<file path="src/rtl/fsmotor_pkg.sv">
// Shared types and default sizing for the stepper-motor channel sequencer.
// Every channel instance and the zpd synchronizer pull their defaults from here.
package fsmotor_pkg;

   localparam int MS_W_DEF       = 3;
   localparam int STEP_W_DEF     = 16;
   localparam int SPEED_W_DEF    = 16;
   localparam int DIR_SETUP_DEF  = 4;
   localparam int SYNC_STAGES    = 2;

   typedef enum logic [2:0] {
      ST_IDLE,
      ST_SETUP,
      ST_HIGH,
      ST_LOW,
      ST_DONE
   } state_e;

endpackage

</file>
<file path="src/rtl/fsmotor_sync2.sv">
// Two-flop synchronizer for a single asynchronous level input (zpd and similar).
// Reset value is 0 so a detector that is still settling reads as "not home".
module fsmotor_sync2
   import fsmotor_pkg::*;
(
   input  logic clk,
   input  logic reset,
   input  logic d_i,
   output logic q_o
);

   logic [SYNC_STAGES-1:0] sr_q;

   always_ff @(posedge clk or posedge reset) begin
      if (reset) begin
         sr_q <= '0;
      end else begin
         sr_q <= {sr_q[SYNC_STAGES-2:0], d_i};
      end
   end

   assign q_o = sr_q[SYNC_STAGES-1];

endmodule

</file>
<file path="src/rtl/fsmotor_step_ctl.sv">
// One stepper channel: turns counted or homing move commands into
// dir/ms/drive pulses, tracks absolute position and reports busy/done/home_err.
module fsmotor_step_ctl
   import fsmotor_pkg::*;
#(
   parameter int C_MICROSTEP_WIDTH   = MS_W_DEF,
   parameter int C_STEP_NUMBER_WIDTH = STEP_W_DEF,
   parameter int C_SPEED_DATA_WIDTH  = SPEED_W_DEF,
   parameter int C_DIR_SETUP         = DIR_SETUP_DEF
) (
   input  logic                           clk,
   input  logic                           reset,
   input  logic                           cmd_valid,
   input  logic                           cmd_home,
   input  logic                           cmd_dir,
   input  logic [C_STEP_NUMBER_WIDTH-1:0] cmd_steps,
   input  logic [C_SPEED_DATA_WIDTH-1:0]  cmd_speed,
   input  logic [C_MICROSTEP_WIDTH-1:0]   cmd_ms,
   input  logic                           cmd_stop,
   input  logic                           en,
   input  logic                           m_zpd,
   output logic                           m_xen,
   output logic                           m_xrst,
   output logic                           m_drive,
   output logic                           m_dir,
   output logic [C_MICROSTEP_WIDTH-1:0]   m_ms,
   output logic                           busy,
   output logic                           done,
   output logic                           home_err,
   output logic [C_STEP_NUMBER_WIDTH-1:0] position
);

   localparam int SW      = C_STEP_NUMBER_WIDTH;
   localparam int PW      = C_SPEED_DATA_WIDTH;
   localparam int SETUP_W = $clog2(C_DIR_SETUP + 1);

   state_e                  state_q;
   logic                    home_q;
   logic                    hit_q;
   logic                    dir_q;
   logic [C_MICROSTEP_WIDTH-1:0] ms_q;
   logic [SW-1:0]           rem_q;
   logic [SW-1:0]           pos_q;
   logic [PW-1:0]           speed_m1_q;
   logic [PW-1:0]           phase_q;
   logic [SETUP_W-1:0]      setup_q;
   logic                    drive_q;
   logic                    xen_q;
   logic                    xrst_q;
   logic                    busy_q;
   logic                    done_q;
   logic                    herr_q;

   logic                    zpd_s;
   logic [PW-1:0]           speed_m1_d;
   logic [SW-1:0]           pos_step_d;
   logic [SW-1:0]           rem_dec_d;
   logic                    zpd_seen_d;

   fsmotor_sync2 u_zpd_sync (
      .clk   (clk),
      .reset (reset),
      .d_i   (m_zpd),
      .q_o   (zpd_s)
   );

   // A zero half-period would stall the phase counter, so it runs as one cycle.
   always_comb begin
      speed_m1_d = (cmd_speed == '0) ? '0 : cmd_speed - PW'(1);
      pos_step_d = dir_q ? pos_q + SW'(1) : pos_q - SW'(1);
      rem_dec_d  = (rem_q == '0) ? '0 : rem_q - SW'(1);
      zpd_seen_d = hit_q | zpd_s;
   end

   always_ff @(posedge clk or posedge reset) begin
      if (reset) begin
         state_q    <= ST_IDLE;
         home_q     <= 1'b0;
         hit_q      <= 1'b0;
         dir_q      <= 1'b0;
         ms_q       <= '0;
         rem_q      <= '0;
         pos_q      <= '0;
         speed_m1_q <= '0;
         phase_q    <= '0;
         setup_q    <= '0;
         drive_q    <= 1'b0;
         xen_q      <= 1'b0;
         xrst_q     <= 1'b0;
         busy_q     <= 1'b0;
         done_q     <= 1'b0;
         herr_q     <= 1'b0;
      end else begin
         xrst_q <= 1'b1;
         xen_q  <= en;
         done_q <= 1'b0;

         case (state_q)
            ST_IDLE: begin
               if (cmd_valid && !cmd_stop) begin
                  herr_q     <= 1'b0;
                  home_q     <= cmd_home;
                  hit_q      <= 1'b0;
                  rem_q      <= cmd_steps;
                  speed_m1_q <= speed_m1_d;
                  busy_q     <= 1'b1;
                  if (cmd_home && zpd_s) begin
                     pos_q   <= '0;
                     done_q  <= 1'b1;
                     state_q <= ST_DONE;
                  end else if (cmd_steps == '0) begin
                     // A homing move with no step budget can never find zpd.
                     herr_q  <= cmd_home;
                     done_q  <= 1'b1;
                     state_q <= ST_DONE;
                  end else begin
                     dir_q   <= cmd_dir;
                     ms_q    <= cmd_ms;
                     setup_q <= SETUP_W'(C_DIR_SETUP);
                     state_q <= ST_SETUP;
                  end
               end
            end

            ST_SETUP: begin
               if (cmd_stop) begin
                  done_q  <= 1'b1;
                  state_q <= ST_DONE;
               end else if (setup_q == '0) begin
                  drive_q <= 1'b1;
                  pos_q   <= pos_step_d;
                  rem_q   <= rem_dec_d;
                  phase_q <= speed_m1_q;
                  state_q <= ST_HIGH;
               end else begin
                  setup_q <= setup_q - SETUP_W'(1);
               end
            end

            ST_HIGH: begin
               if (cmd_stop) begin
                  drive_q <= 1'b0;
                  done_q  <= 1'b1;
                  state_q <= ST_DONE;
               end else begin
                  if (home_q && zpd_s) begin
                     hit_q <= 1'b1;
                  end
                  if (phase_q == '0) begin
                     drive_q <= 1'b0;
                     phase_q <= speed_m1_q;
                     state_q <= ST_LOW;
                  end else begin
                     phase_q <= phase_q - PW'(1);
                  end
               end
            end

            ST_LOW: begin
               if (cmd_stop) begin
                  done_q  <= 1'b1;
                  state_q <= ST_DONE;
               end else if (phase_q != '0) begin
                  phase_q <= phase_q - PW'(1);
                  if (home_q && zpd_s) begin
                     hit_q <= 1'b1;
                  end
               end else if (home_q && zpd_seen_d) begin
                  pos_q   <= '0;
                  done_q  <= 1'b1;
                  state_q <= ST_DONE;
               end else if (rem_q == '0) begin
                  herr_q  <= home_q;
                  done_q  <= 1'b1;
                  state_q <= ST_DONE;
               end else begin
                  drive_q <= 1'b1;
                  pos_q   <= pos_step_d;
                  rem_q   <= rem_dec_d;
                  phase_q <= speed_m1_q;
                  state_q <= ST_HIGH;
               end
            end

            ST_DONE: begin
               busy_q  <= 1'b0;
               state_q <= ST_IDLE;
            end

            default: begin
               drive_q <= 1'b0;
               busy_q  <= 1'b0;
               state_q <= ST_IDLE;
            end
         endcase
      end
   end

   assign m_xen    = xen_q;
   assign m_xrst   = xrst_q;
   assign m_drive  = drive_q;
   assign m_dir    = dir_q;
   assign m_ms     = ms_q;
   assign busy     = busy_q;
   assign done     = done_q;
   assign home_err = herr_q;
   assign position = pos_q;

endmodule

</file>
<file path="config.mk">
export PLATFORM = sky130hd
export DESIGN_NAME = fsmotor_step_ctl
export DESIGN_NICKNAME = d
export VERILOG_FILES = /design/src/rtl/fsmotor_pkg.sv /design/src/rtl/fsmotor_sync2.sv /design/src/rtl/fsmotor_step_ctl.sv
export SDC_FILE = /design/constraint.sdc
export NUM_CORES = 1
export LEC_CHECK = 0
export BUFFER_PORTS_ARGS = -buffer_cell sky130_fd_sc_hd__buf_2
export CORE_UTILIZATION = 35
export DETAILED_ROUTE_END_ITERATION = 10
export PLACE_DENSITY_LB_ADDON = 0.25
export SETUP_SLACK_MARGIN = 0.4
export SYNTH_ARGS = -nofsm -noshare
export SYNTH_HDL_FRONTEND = slang
export SYNTH_SLANG_ARGS = --single-unit
</file>
<file path="constraint.sdc">
create_clock -name clk -period 4.7 [get_ports clk]
set_input_delay 0.235 -clock clk [delete_from_list [all_inputs] [get_ports clk]]
set_output_delay 0.235 -clock clk [all_outputs]
set_load 0.02 [all_outputs]
</file>
==> summary.json <==
{
  "wirelength_mm": 12.6,
  "drt_drc_violations_left": 0,
  "layout_overhead_on_the_synthesized_area_pct": 14.7,
  "outcome": "finished, final reports clean",
  "placementRows": 44,
  "synthesis.nets": 665,
  "grt_start_max_net_pins": 54,
  "critical_path_arrival_ps": 3260,
  "grt_antenna_before_repair": 0,
  "intPower_mw": 2.20,
  "path_cells": "or4_1 -> nor4_4 -> a31oi_1 -> o21ai_2 -> buf_4 -> nor2_1 -> mux2_2",
  "wire_length_of_the_first_global_routing_pass_mm": 21.5,
  "seq_power_share_pct": 33.7,
  "path_clk_slew_ps": 60,
  "fin_cells": 847,
  "syn_avg_cell_area_um2": 8.76,
  "drt-initial-drc-count": 334,
  "comb_power_share_pct": 49.5,
  "floorplan.initialDensity_pct": 36.1,
  "drt-vias-per-instance": 5.54,
  "hp-class": "primary input to register",
  "number_of_primary_i_o_pins": 69,
  "cts.root.buffer_cell": "sky130_fd_sc_hd__clkbuf_16",
  "layout_worst_path_cycle_share_pct": 64.5,
  "timing.critical_path.required_ps": 4930,
  "post-place-cells": 828,
  "synth_cells": 601,
  "place_congestion": 0.890,
  "core_area_um2": 14600,
  "worst-path-max-fanout": 18,
  "hold_viol": 0,
  "grt-ovfl-total": 0,
  "mostFrequentLayoutCell": "sky130_fd_sc_hd__dfrtp_1",
  "hpwlAfterDp_mm": 9.22,
  "mappedNetlistArea_um2": 5270,
  "setup_total_negative_slack_ps": 0,
  "vdd_ir_drop_max_mv": 0.264,
  "synth_enable_flop_cells": 0,
  "ys.flop_type": "sky130_fd_sc_hd__dfrtp_1",
  "timing_worst_slew_pin_value_ps": 1240,
  "routed_wire_length_per_instance_um": 14.8,
  "drv_cap": 0,
  "remaining_antenna_violation_count": 0,
  "netlist-cell-type-count": 67,
  "final.fill_count": 1460,
  "static_power_due_to_leakage_nw": 2.57,
  "all_layer_global_routing_usage_pct": 16.9,
  "endpoint_kind": "register",
  "final_core_utilization_pct": 41.4,
  "worst-path-buf-inv": 1,
  "multi_input_gate_area_um2": 2940,
  "register_area_share_after_synthesis_pct": 39.9,
  "report.final.slew_viol_count": 0,
  "headroom_to_the_max_slew_limit_pct": 16.9,
  "synth_warn": 0,
  "switching_share_pct": 45.2,
  "cts_inserted_buffers": 9,
  "clock.fmax_mhz": 330,
  "tritoncts_num_sinks": 84,
  "grt_setup_unrepaired": "false",
  "die_h_um": 125,
  "via_count_of_the_first_global_routing_pass": 4356,
  "startpoint_type": "register",
  "path_delay_family": "simple AND/OR/NAND/NOR gates",
  "diodes": 0,
  "htree_levels": 3,
  "layout_common_cells": "84 x sky130_fd_sc_hd__dfrtp_1, 69 x sky130_fd_sc_hd__o21ai_0, 68 x sky130_fd_sc_hd__buf_2, 56 x sky130_fd_sc_hd__nand2_1, 53 x sky130_fd_sc_hd__a21oi_1",
  "critPathMaxStageDelay_ps": 660,
  "layout_min_cycle_time_ps": 3030,
  "drt_pre_antenna_iters": 5,
  "clkPwrFrac_pct": 16.7,
  "io_buffer_count": 68,
  "nets": 722,
  "clk_latency_ps": 340,
  "asyncSetResetFlopFracSynth_pct": 100,
  "setup-violations-final": 0,
  "dieArea_um2": 15500,
  "synth-seq-cells": 84,
  "clock_tree.buffer_depth": 2,
  "ctsResizeCount": 0,
  "horizontal_die_dimension_um": 125,
  "sequential_cell_area_um2": 2100,
  "via_count": 4691,
  "post_route_cells_drive_above_1_share_pct": 17.9,
  "cts_tree": "done",
  "kind_of_critical_path": "register to register",
  "power.density_cell_area_nw_per_um2": 665,
  "final.setup_skew_ps": 6.08,
  "net-switching-power_mw": 1.81,
  "critical_path.slowest_cell": "sky130_fd_sc_hd__or4_1"
}
worst register-to-register path: cells and delay by family (launching register included):
kind | cells | cell delay, ps
buf+inv | 1 | 310
flops | 1 | 430
mux | 1 | 330
simple gates | 3 | 1100
compound gates | 2 | 760
worst paths after layout:
check | end | from | cells past startpoint | slack (ps)
setup / recovery | position[0] | rem_q[2] | 7 | 1670
hold / removal | speed_m1_q[0] | cmd_speed[0] | 2 | 100
setup reg to reg | position[0] | rem_q[2] | 7 | 1670
hold reg to reg | u_zpd_sync.sr_q[1] | u_zpd_sync.sr_q[0] | 0 | 350
max in group asynchronous | home_err | reset | 4 | 3160
min in group asynchronous | m_xen | reset | 3 | 480
state kept, by name (all words and copies together) (netlist names):
signal           flops
phase_q             16
busy                 1
position            16
state_q              3
m_dir                1
u_zpd_sync.sr_q      2
done                 1
speed_m1_q          16
m_xrst               1
m_xen                1
home_err             1
setup_q              3
rem_q               16
m_ms                 3
m_drive              1
home_q               1
hit_q                1
layout make-up:
class	count	area share, %
Inverter	25	1.58
Timing Repair Buffer	73	6.38
Tap cell	184	3.81
Multi-Input combinational cell	465	48.7
Clock buffer	13	4.31
Sequential cell	84	34.8
Clock inverter	3	0.352
timing repair:
item	4_1_cts	5_1_grt
hold endpoints to repair	33	0
hold buffers	3	0
setup buffers	0	0
synth_stat cells (3+ instances only):
library cell	count	area (um2)
sky130_fd_sc_hd__dfrtp_1	84	2100
sky130_fd_sc_hd__o21ai_0	69	345
sky130_fd_sc_hd__nand2_1	56	210
sky130_fd_sc_hd__a21oi_1	53	265
sky130_fd_sc_hd__nor2_1	50	188
sky130_fd_sc_hd__inv_1	25	93.8
sky130_fd_sc_hd__ha_1	20	250
sky130_fd_sc_hd__nor3_1	18	90.1
sky130_fd_sc_hd__clkbuf_1	16	60.1
sky130_fd_sc_hd__nor4_1	14	87.6
sky130_fd_sc_hd__nand3_1	13	65.1
sky130_fd_sc_hd__xnor2_1	13	114
sky130_fd_sc_hd__buf_2	10	50.1
sky130_fd_sc_hd__o21ai_2	10	87.6
sky130_fd_sc_hd__o31ai_1	10	75.1
sky130_fd_sc_hd__xor2_1	9	78.8
sky130_fd_sc_hd__o211ai_1	8	60.1
sky130_fd_sc_hd__a31oi_1	7	43.8
sky130_fd_sc_hd__mux2_2	7	78.8
sky130_fd_sc_hd__a22o_1	6	52.6
sky130_fd_sc_hd__a32oi_1	6	52.6
sky130_fd_sc_hd__nor3b_1	6	45.0
sky130_fd_sc_hd__a21o_1	5	37.5
sky130_fd_sc_hd__a22oi_1	5	37.5
sky130_fd_sc_hd__nand4_1	5	31.3
sky130_fd_sc_hd__nor2b_1	5	31.3
sky130_fd_sc_hd__o21a_1	5	37.5
sky130_fd_sc_hd__or4_1	5	37.5
sky130_fd_sc_hd__a211oi_1	4	30.0
sky130_fd_sc_hd__nand2b_1	4	25.0
sky130_fd_sc_hd__mux2i_1	3	30.0
sky130_fd_sc_hd__o21ai_1	3	15.0
sky130_fd_sc_hd__o21bai_1	3	22.5
sky130_fd_sc_hd__o22a_1	3	26.3
sky130_fd_sc_hd__or3_1	3	18.8
sky130_fd_sc_hd__or4_4	3	33.8
metrics by stage:
| step | power [mW] | worst slack, ps | hold WS [ps] | area [um2] |
|---|---|---|---|---|
| CTS | 4.04 | 1640 | 90.0 | 6040 |
| floorplan | 2.84 | 2040 | 266 | 5270 |
| global route | 4.37 | 1360 | 100 | 6040 |
| finish | 4.02 | 1670 | 100 | 6040 |
| global placement | 3.29 | 1690 | 303 | 5730 |
| detailed placement | 3.34 | 1640 | 314 | 5730 |
power by group through the flow:
stage	Combinational, mW	Clock, mW	Sequential (mW)
4_1_cts	1.99	0.693	1.35
3_5_place_dp	1.98	0	1.36
3_3_place_gp	1.94	0	1.35
2_1_floorplan	1.48	0	1.37
6_report	1.99	0.672	1.36
5_1_grt	2.24	0.722	1.41
per-layer routing:
layer / global-route usage, % / up-vias / routed length (um)
met5: 0 / - / 0
met4: 4.96 / 0 / 177
met3: 3.65 / 13 / 628
met2: 26.3 / 133 / 5740
met1: 23.5 / 2210 / 6020
li1: - / 2335 / -
kinds of logic after synthesis:
kind of cell             Yosys count  share of synthesized area, %
AO/OA/AOI/OAI                    215                          26.0
AND/OR/NAND/NOR                  196                          18.9
XOR/XNOR                          22                          3.66
multiplexers                      10                          2.07
flip-flops                        84                          39.9
adder cells (fa/ha/maj)           21                          5.13
other                              1                        0.0712
buffers and inverters             52                          4.25
Note: power is estimated with default switching activity, not from simulation.
